**config.mk**
```make
export PLATFORM = sky130hd
export DESIGN_NAME = updown_counter_mod_flat
export DESIGN_NICKNAME = d
export VERILOG_FILES = /design/src/rtl/updown_counter_mod_if.sv /design/src/rtl/updown_counter_mod.sv /design/src/flat_wrapper.sv
export SDC_FILE = /design/constraint.sdc
export NUM_CORES = 1
export LEC_CHECK = 0
export ABC_AREA = 0
export BUFFER_PORTS_ARGS = -buffer_cell sky130_fd_sc_hd__buf_2
export CAP_MARGIN = 30
export CORE_MARGIN = 8
export CORE_UTILIZATION = 50
export CTS_BUF_LIST = sky130_fd_sc_hd__clkbuf_16
export CTS_CLUSTER_DIAMETER = 80
export DETAILED_ROUTE_END_ITERATION = 6
export MAX_ROUTING_LAYER = met4
export PLACE_DENSITY = 0.76
export SLEW_MARGIN = 20
export SYNTH_ARGS = -nofsm -noshare
export SYNTH_HDL_FRONTEND = slang
export SYNTH_SLANG_ARGS = --single-unit
export TNS_END_PERCENT = 10
```
**constraint.sdc**
```tcl
create_clock -name clk -period 2.07 [get_ports clk]
set_input_delay 0.5175 -clock clk [delete_from_list [all_inputs] [get_ports clk]]
set_output_delay 0.5175 -clock clk [all_outputs]
set_load 0.005 [all_outputs]
```
**src/rtl/updown_counter_mod_if.sv**
```systemverilog
// Bus bundle for updown_counter_mod.
// master: drives the control/load inputs and observes the count outputs.
// slave : the counter itself.
// Signals: enable, load, data_in, up_down, sat_mode, clr_ovf (to counter);
//          count, at_max, at_zero, tc, ovf (from counter).
// With COUNTER_CAPTURE_EN defined, capture (to counter) and cap_out (from
// counter) are added.
interface updown_counter_mod_if #(
  parameter int unsigned WIDTH = 8
);
  logic             enable;
  logic             load;
  logic [WIDTH-1:0] data_in;
  logic             up_down;
  logic             sat_mode;
  logic             clr_ovf;
  logic [WIDTH-1:0] count;
  logic             at_max;
  logic             at_zero;
  logic             tc;
  logic             ovf;
`ifdef COUNTER_CAPTURE_EN
  logic             capture;
  logic [WIDTH-1:0] cap_out;

  modport master (
    output enable, load, data_in, up_down, sat_mode, clr_ovf, capture,
    input  count, at_max, at_zero, tc, ovf, cap_out
  );
  modport slave (
    input  enable, load, data_in, up_down, sat_mode, clr_ovf, capture,
    output count, at_max, at_zero, tc, ovf, cap_out
  );
`else
  modport master (
    output enable, load, data_in, up_down, sat_mode, clr_ovf,
    input  count, at_max, at_zero, tc, ovf
  );
  modport slave (
    input  enable, load, data_in, up_down, sat_mode, clr_ovf,
    output count, at_max, at_zero, tc, ovf
  );
`endif
endinterface

```
**src/rtl/updown_counter_mod.sv**
```systemverilog
// General-purpose up/down event/timer counter, range 0..MODULUS-1.
// Wrap or saturate at the limits, registered terminal-count pulse (tc),
// sticky overflow flag (ovf) cleared by clr_ovf, clamped synchronous load.
// Ports: clk, rst_n (synchronous, active-low), cnt_if (slave modport of
//        updown_counter_mod_if, which must use the same WIDTH).
// Optional macro COUNTER_CAPTURE_EN adds a capture strobe and a cap_out
// register holding the pre-update count.
module updown_counter_mod #(
  parameter int unsigned      WIDTH   = 8,
  parameter longint unsigned  MODULUS = 200
) (
  input  logic                clk,
  input  logic                rst_n,
  updown_counter_mod_if.slave cnt_if
);

  localparam logic [WIDTH-1:0] MAX_CNT = WIDTH'(MODULUS - 64'd1);

  // Reject illegal parameterisations at elaboration.
  if (WIDTH < 2 || WIDTH > 32) begin : g_bad_width
    $error("updown_counter_mod: WIDTH must be in 2..32");
  end
  if (MODULUS < 64'd2 || MODULUS > (64'd1 << WIDTH)) begin : g_bad_modulus
    $error("updown_counter_mod: MODULUS must be in 2..2**WIDTH");
  end

  logic [WIDTH-1:0] count_q, count_d;
  logic             tc_q, tc_d;
  logic             ovf_q, ovf_d;
  logic             at_max_c, at_zero_c;
  logic             limit_evt_c;

  assign at_max_c  = (count_q == MAX_CNT);
  assign at_zero_c = (count_q == '0);

  // Next-state: load (clamped) > count > hold; limit_evt_c flags wrap/saturation.
  always_comb begin
    count_d     = count_q;
    limit_evt_c = 1'b0;
    if (cnt_if.load) begin
      count_d = (cnt_if.data_in > MAX_CNT) ? MAX_CNT : cnt_if.data_in;
    end else if (cnt_if.enable) begin
      if (cnt_if.up_down) begin
        if (at_max_c) begin
          limit_evt_c = 1'b1;
          count_d     = cnt_if.sat_mode ? count_q : '0;
        end else begin
          count_d = count_q + WIDTH'(1);
        end
      end else begin
        if (at_zero_c) begin
          limit_evt_c = 1'b1;
          count_d     = cnt_if.sat_mode ? count_q : MAX_CNT;
        end else begin
          count_d = count_q - WIDTH'(1);
        end
      end
    end
    tc_d  = limit_evt_c;
    // A new event beats a simultaneous clear.
    ovf_d = limit_evt_c | (ovf_q & ~cnt_if.clr_ovf);
  end

  always_ff @(posedge clk) begin
    if (!rst_n) begin
      count_q <= '0;
      tc_q    <= 1'b0;
      ovf_q   <= 1'b0;
    end else begin
      count_q <= count_d;
      tc_q    <= tc_d;
      ovf_q   <= ovf_d;
    end
  end

  assign cnt_if.count   = count_q;
  assign cnt_if.tc      = tc_q;
  assign cnt_if.ovf     = ovf_q;
  assign cnt_if.at_max  = at_max_c;
  assign cnt_if.at_zero = at_zero_c;

`ifdef COUNTER_CAPTURE_EN
  logic [WIDTH-1:0] cap_q, cap_d;

  // Snapshot of the count before this edge's update, independent of load/enable.
  always_comb begin
    cap_d = cnt_if.capture ? count_q : cap_q;
  end

  always_ff @(posedge clk) begin
    if (!rst_n) begin
      cap_q <= '0;
    end else begin
      cap_q <= cap_d;
    end
  end

  assign cnt_if.cap_out = cap_q;
`endif

endmodule

```
**src/flat_wrapper.sv**
```systemverilog
// flat-port wrapper written by rule: the top's interface ports become plain ports
module updown_counter_mod_flat 
#(
  parameter int unsigned      WIDTH   = 8,
  parameter longint unsigned  MODULUS = 200
)
  (clk, rst_n, cnt_if_enable, cnt_if_load, cnt_if_data_in, cnt_if_up_down, cnt_if_sat_mode, cnt_if_clr_ovf, cnt_if_count, cnt_if_at_max, cnt_if_at_zero, cnt_if_tc, cnt_if_ovf);
  updown_counter_mod_if #(.WIDTH(WIDTH)) cnt_if_i ();
  input  logic clk;
  input  logic rst_n;
  input wire logic [$bits(cnt_if_i.enable)-1:0] cnt_if_enable;
  input wire logic [$bits(cnt_if_i.load)-1:0] cnt_if_load;
  input wire logic [$bits(cnt_if_i.data_in)-1:0] cnt_if_data_in;
  input wire logic [$bits(cnt_if_i.up_down)-1:0] cnt_if_up_down;
  input wire logic [$bits(cnt_if_i.sat_mode)-1:0] cnt_if_sat_mode;
  input wire logic [$bits(cnt_if_i.clr_ovf)-1:0] cnt_if_clr_ovf;
  output wire logic [$bits(cnt_if_i.count)-1:0] cnt_if_count;
  output wire logic [$bits(cnt_if_i.at_max)-1:0] cnt_if_at_max;
  output wire logic [$bits(cnt_if_i.at_zero)-1:0] cnt_if_at_zero;
  output wire logic [$bits(cnt_if_i.tc)-1:0] cnt_if_tc;
  output wire logic [$bits(cnt_if_i.ovf)-1:0] cnt_if_ovf;
  assign cnt_if_i.enable = cnt_if_enable;
  assign cnt_if_i.load = cnt_if_load;
  assign cnt_if_i.data_in = cnt_if_data_in;
  assign cnt_if_i.up_down = cnt_if_up_down;
  assign cnt_if_i.sat_mode = cnt_if_sat_mode;
  assign cnt_if_i.clr_ovf = cnt_if_clr_ovf;
  assign cnt_if_count = cnt_if_i.count;
  assign cnt_if_at_max = cnt_if_i.at_max;
  assign cnt_if_at_zero = cnt_if_i.at_zero;
  assign cnt_if_tc = cnt_if_i.tc;
  assign cnt_if_ovf = cnt_if_i.ovf;
  updown_counter_mod #(.WIDTH(WIDTH), .MODULUS(MODULUS)) u_core (.clk(clk), .rst_n(rst_n), .cnt_if(cnt_if_i));
endmodule
```
* After elaboration in Yosys (flattened, before gate mapping)
Index checks and enable logic that the tools add are counted.
Widths: inputs -> output; s select.
** Storage, ports and cells
- Bits in registers :: 10
- Bits in latches :: 0
- Memory bits (writable) :: 0
- Memory bits (read-only) :: 0
- Bits of input ports :: 15
- Output and inout bits :: 12
- Logic and storage cells :: 28
- Memories kept :: 0
** Operators by class
- $add $sub $neg :: 2
- Multipliers :: 0
- Divide/modulo/power cells :: 0
- $lt $le $gt $ge :: 1
- Equal/unequal tests :: 3
- Shift-type cells :: 0
- Multiplexer cells :: 13
- Bitwise logic cells :: 3
- Reduce and logical (&&, ||, !) cells :: 3
** Operator list (count)
- $mux 8 :: 8
- $add 8x1->8 const B :: 1
- $eq 8x8->1 const B :: 1
- $gt 8x8->1 const B :: 1
- $logic_not 8->1 :: 1
- $ne 4x4->1 const B :: 2
- $sub 8x1->8 const B :: 1
- $mux 1 :: 5
- $reduce_and 3->1 :: 1
- $reduce_bool 2->1 :: 1
- $and 1x1->1 :: 1
- $not 1->1 :: 1
- $or 1x1->1 :: 1

* Logic depth before layout (Yosys ltp)
- Word-level depth :: 6
- Mapped depth :: 8
- Mapped depth without buffers :: 7

* Worst setup path after synthesis
OpenSTA, ideal clock, no wires.
- Path kind :: register to register
- Start point :: register u_core.count_q[0], in the netlist u_core.cnt_if.count[0]
- End point :: register u_core.count_q[3], in the netlist u_core.cnt_if.count[3]
- Setup time :: 121 ps
- Arrival :: 1807 ps
- Required time :: 1949 ps
- Path slack :: 142 ps
- Stages on the path, launching flop included :: 9
- Path buffers :: 1
- Clock period less this slack :: 1928 ps
- Cells stage by stage :: dfxtp_1 > clkbuf_1 > inv_1 > ha_1 > or4b_4 > nor2_2 > o221ai_1 > a32oi_1 > a21oi_1
** Between the ends
- Cells in the longest elaborated chain, start to end :: 5
- Elaborated cells between the ends (all ways) :: 12
- Classes of those cells :: add/sub: 2; eq/ne: 3; mux: 5; reduce/logical: 2
** Ends and longest elaborated chain
- from (decl) :: RTL line updown_counter_mod.sv:27 : logic [WIDTH-1:0] count_q, count_d;
- from (signal assigned) :: RTL line updown_counter_mod.sv:70 : count_q <= count_d;
- $logic_not 8->1 * :: RTL line updown_counter_mod.sv:34 : assign at_zero_c = (count_q == '0);
- named net cnt_if_at_zero :: RTL line flat_wrapper.sv:19 : output wire logic [$bits(cnt_if_i.at_zero)-1:0] cnt_if_at_zero;
- $mux 8 :: RTL line updown_counter_mod.sv:51 : if (at_zero_c) begin
- $mux 8 :: RTL line updown_counter_mod.sv:43 : if (cnt_if.up_down) begin
- $mux 8 :: RTL line updown_counter_mod.sv:42 : end else if (cnt_if.enable) begin
- $mux 8 :: RTL line updown_counter_mod.sv:40 : if (cnt_if.load) begin
The timed path passes the listed nets; every way through them passes the cells marked *. The select of a mux whose other input is x is not followed.
A chain may end at the register's enable or synchronous reset.

* Worst setup path in the final report
- Start point :: register u_core.count_q[0], in the netlist u_core.cnt_if.count[0]
- End point :: output port cnt_if_at_zero
** Between the ends
- Cells in the longest elaborated chain, start to end :: 1
** Ends and longest elaborated chain (RTL line)
- $logic_not 8->1 :: updown_counter_mod.sv:34
- to (decl) :: flat_wrapper.sv:19
Every way passes these cells.

==> run metrics <==
Starting Density 52.01%; VDD IR max 0.5156 mV; P&R area growth vs syn 30.28%; die area around 0.0034 mm^2; initial antenna violation count 0; Data required, critical path 1.55 ns; startpoint types flop; worst r2r dst u_core.cnt_if.count[3]; synthesized area 888.4 um^2; clk root buf clkbuf_16; n_diodes 0; Post-route DRC 0; share of flip-flops with an asynchronous set or reset 0%; Cells after Synth 120; WL final about 2700 um; total power ~0.85 mW; DIE HEIGHT a little under 60 um; EDFF count, synth 0; synthesized flop and latch total 10; Yosys Warn Count 0; Hold Startpoint u_core.cnt_if.ovf; CP max-delay cell or4b_4; Layout fillers 149; CTS tree built; Compound-Gate Fraction of Synth Area 37.04%; clock slew at reported path FFs 0.04 ns; Layout Cells excl Fill around 170; Post-Synth Simple-Gate Area a little under a quarter; Area after DPL 0.001049 mm^2; post-synthesis mux area share 0%; Initial DRC Count 38; Max Buffers Root-to-Sink 2; Worst setup EP type output port; hpwl dp ~2100 um; maximum fanout along the worst path 3; worst-case reg-to-reg path depth 8; Max H-tree Level 1; clk_lat worst skew 0.23 ns; IO Pins 27; commonest non-fill, non-tap cell in the layout buf_2; # Max-Cap Violations 0; Top FF cell, synth dfxtp_1; CTS Buf Count 3; largest net degree at the start of global routing 13; Final nets approximately 170; Post-Synth XOR/XNOR Area 2.958%; Tightest Hold Check Type flop to flop; final count of pins violating max slew 0; vias in the first global route 1023; core area 0.001708 mm^2; largest family of logic cells by synthesized area compound AO/OA/AOI/OAI gates; Port-buffer cells 26; Placed Cells 167; Num Clock Sinks 10; WP data arrival 1.49 ns; Post-Synth Adder-Cell Area roughly 4.2%; FF-to-FF Start u_core.cnt_if.count[0]; Slew HR 71.55%; Synth cell types 46; commonest non-fill, non-tap cells in the layout buf_2 (26), dfxtp_1 (10), a21oi_1 (9), buf_4 (9); CP Cell Sequence inv_2 > ha_2 > or4b_4 > nor2_4 > buf_2; via count 1068; grt ovf 0; design area about 0.0012 mm^2; RePlAce Congestion 0.9360; setup_tns 0 ns; final hold viol count 0; layout cell share with drive strength beyond 1 32.43%; Tmin final between 2 and 2.5 ns; average wire per standard cell 15.79 um; Slew @ Worst Pin between 0.4 and 0.5 ns; row cnt 15; Tot GR Track Use 16.91%; die width 58.15 um; status complete, no violations; Hold Path Depth 2; Max Fclk about 500 MHz; Final setup viols 0; hold_buf cts 0; R2R Setup Slk 0.21 ns; first-pass GRT wire length between 4000 and 5000 um; Hold Path Sink u_core.cnt_if.ovf; Final ANT Viol Nets 0; drt first pass iters 4; Avg Inst Size Synth 7.403 um^2; Clock Skews approximately 0.0022 ns; RSZ-0062 raised after global routing no; WS Path Type flop to output port; pwr dens 733.4 mW/mm^2; Finished Core Util 67.77%; syn nets 138; Via density between 6 and 7; Static Leak between 0.4 and 0.5 nW; max incr delay on CP 0.48 ns; period utilization 96.91%; sequential fraction of the synthesis area between 20% and 30%
## how the worst max path moves through the flow
stage | start | to | slack [ns] | cells past startpoint
final | u_core.cnt_if.count[0] | cnt_if_at_zero | 0.06 | 5
after global routing | u_core.cnt_if.count[0] | cnt_if_at_zero | 0.02 | 5
after CTS | u_core.cnt_if.count[0] | cnt_if_at_zero | 0.004 | 5
after detailed placement | cnt_if_up_down | u_core.cnt_if.count[6] | 0.09 | 6
after global placement | cnt_if_up_down | u_core.cnt_if.count[6] | 0.13 | 6
after floorplan | u_core.cnt_if.count[0] | u_core.cnt_if.count[3] | 0.14 | 8
## cell usage after synthesis (4+ instances only)
library cell   n  share of area [%]
clkbuf_1       6                2.5
inv_1          9                3.8
dfxtp_1       10                 23
buf_2          4                2.3
a21oi_1        9                5.1
nand3_1        6                3.4
nor2_1         5                2.1
o21ai_0        8                4.5
o221ai_1       4                3.9
nand2_1        8                3.4
## where the power goes
part           switching (mW)  leakage, nW  internal (mW)
clock network          0.0814       0.0385          0.252
registers              0.0319       0.0826          0.211
logic                   0.144        0.366          0.128
## kinds of logic (layout without fill, tap and decap cells)
kind of cell | after synthesis | after routing
AND/OR/NAND/NOR | 37 | 37
flip-flops | 10 | 10
XOR/XNOR | 3 | 3
adder cells (fa/ha/maj) | 3 | 3
AO/OA/AOI/OAI | 47 | 47
buffers and inverters | 20 | 48
## metal layers
layer | vias up | track usage (%) | part of all wire [%]
met5 | - | - | 0
met1 | 493 | 19.45 | 43
li1 | 522 | - | -
met3 | 6 | 5.960 | 7.2
met2 | 47 | 26.91 | 48
met4 | 0 | 5.245 | 1.5
## through the flow
step | setup slack [ns] | hold slack [ns]
finish | 0.06401 | 0.5271
CTS | 0.004494 | 0.5388
detailed placement | 0.09240 | 0.4995
global route | 0.02230 | 0.5988
global placement | 0.1307 | 0.4930
floorplan | 0.1420 | 0.4979
## worst max-delay path, delay by kind of cell, from the launching register on
kind	cells	cell delay, ns
buffers and inverters	2	0.19
and+or+nand+nor	2	0.59
DFF	1	0.31
adders and majority gates	1	0.18
## registers in the layout, indices dropped and copies added (netlist names)
register / cells
u_core.cnt_if.count: 8
u_core.cnt_if.ovf: 1
u_core.cnt_if.tc: 1
## area by class of cell
type / count / area, um^2 / area share, %
flip-flops and latches: 10 / 200.2 / 17.30
inverters: 9 / 33.78 / 2.919
clock buffers: 3 / 75.07 / 6.486
multi-input cells: 90 / 615.6 / 53.19
well taps: 25 / 31.28 / 2.703
repair buffers: 35 / 197.7 / 17.08
clock inverters: 1 / 3.754 / 0.3243
## what timing repair did
| action | in CTS | in global routing |
|---|---|---|
| setup buffers | 2 | 0 |
| setup endpoints to repair | 1 | 3 |
| pin swaps | 1 | 1 |
| resized for setup | 1 | 5 |
Power figures use the tool's default switching activity.
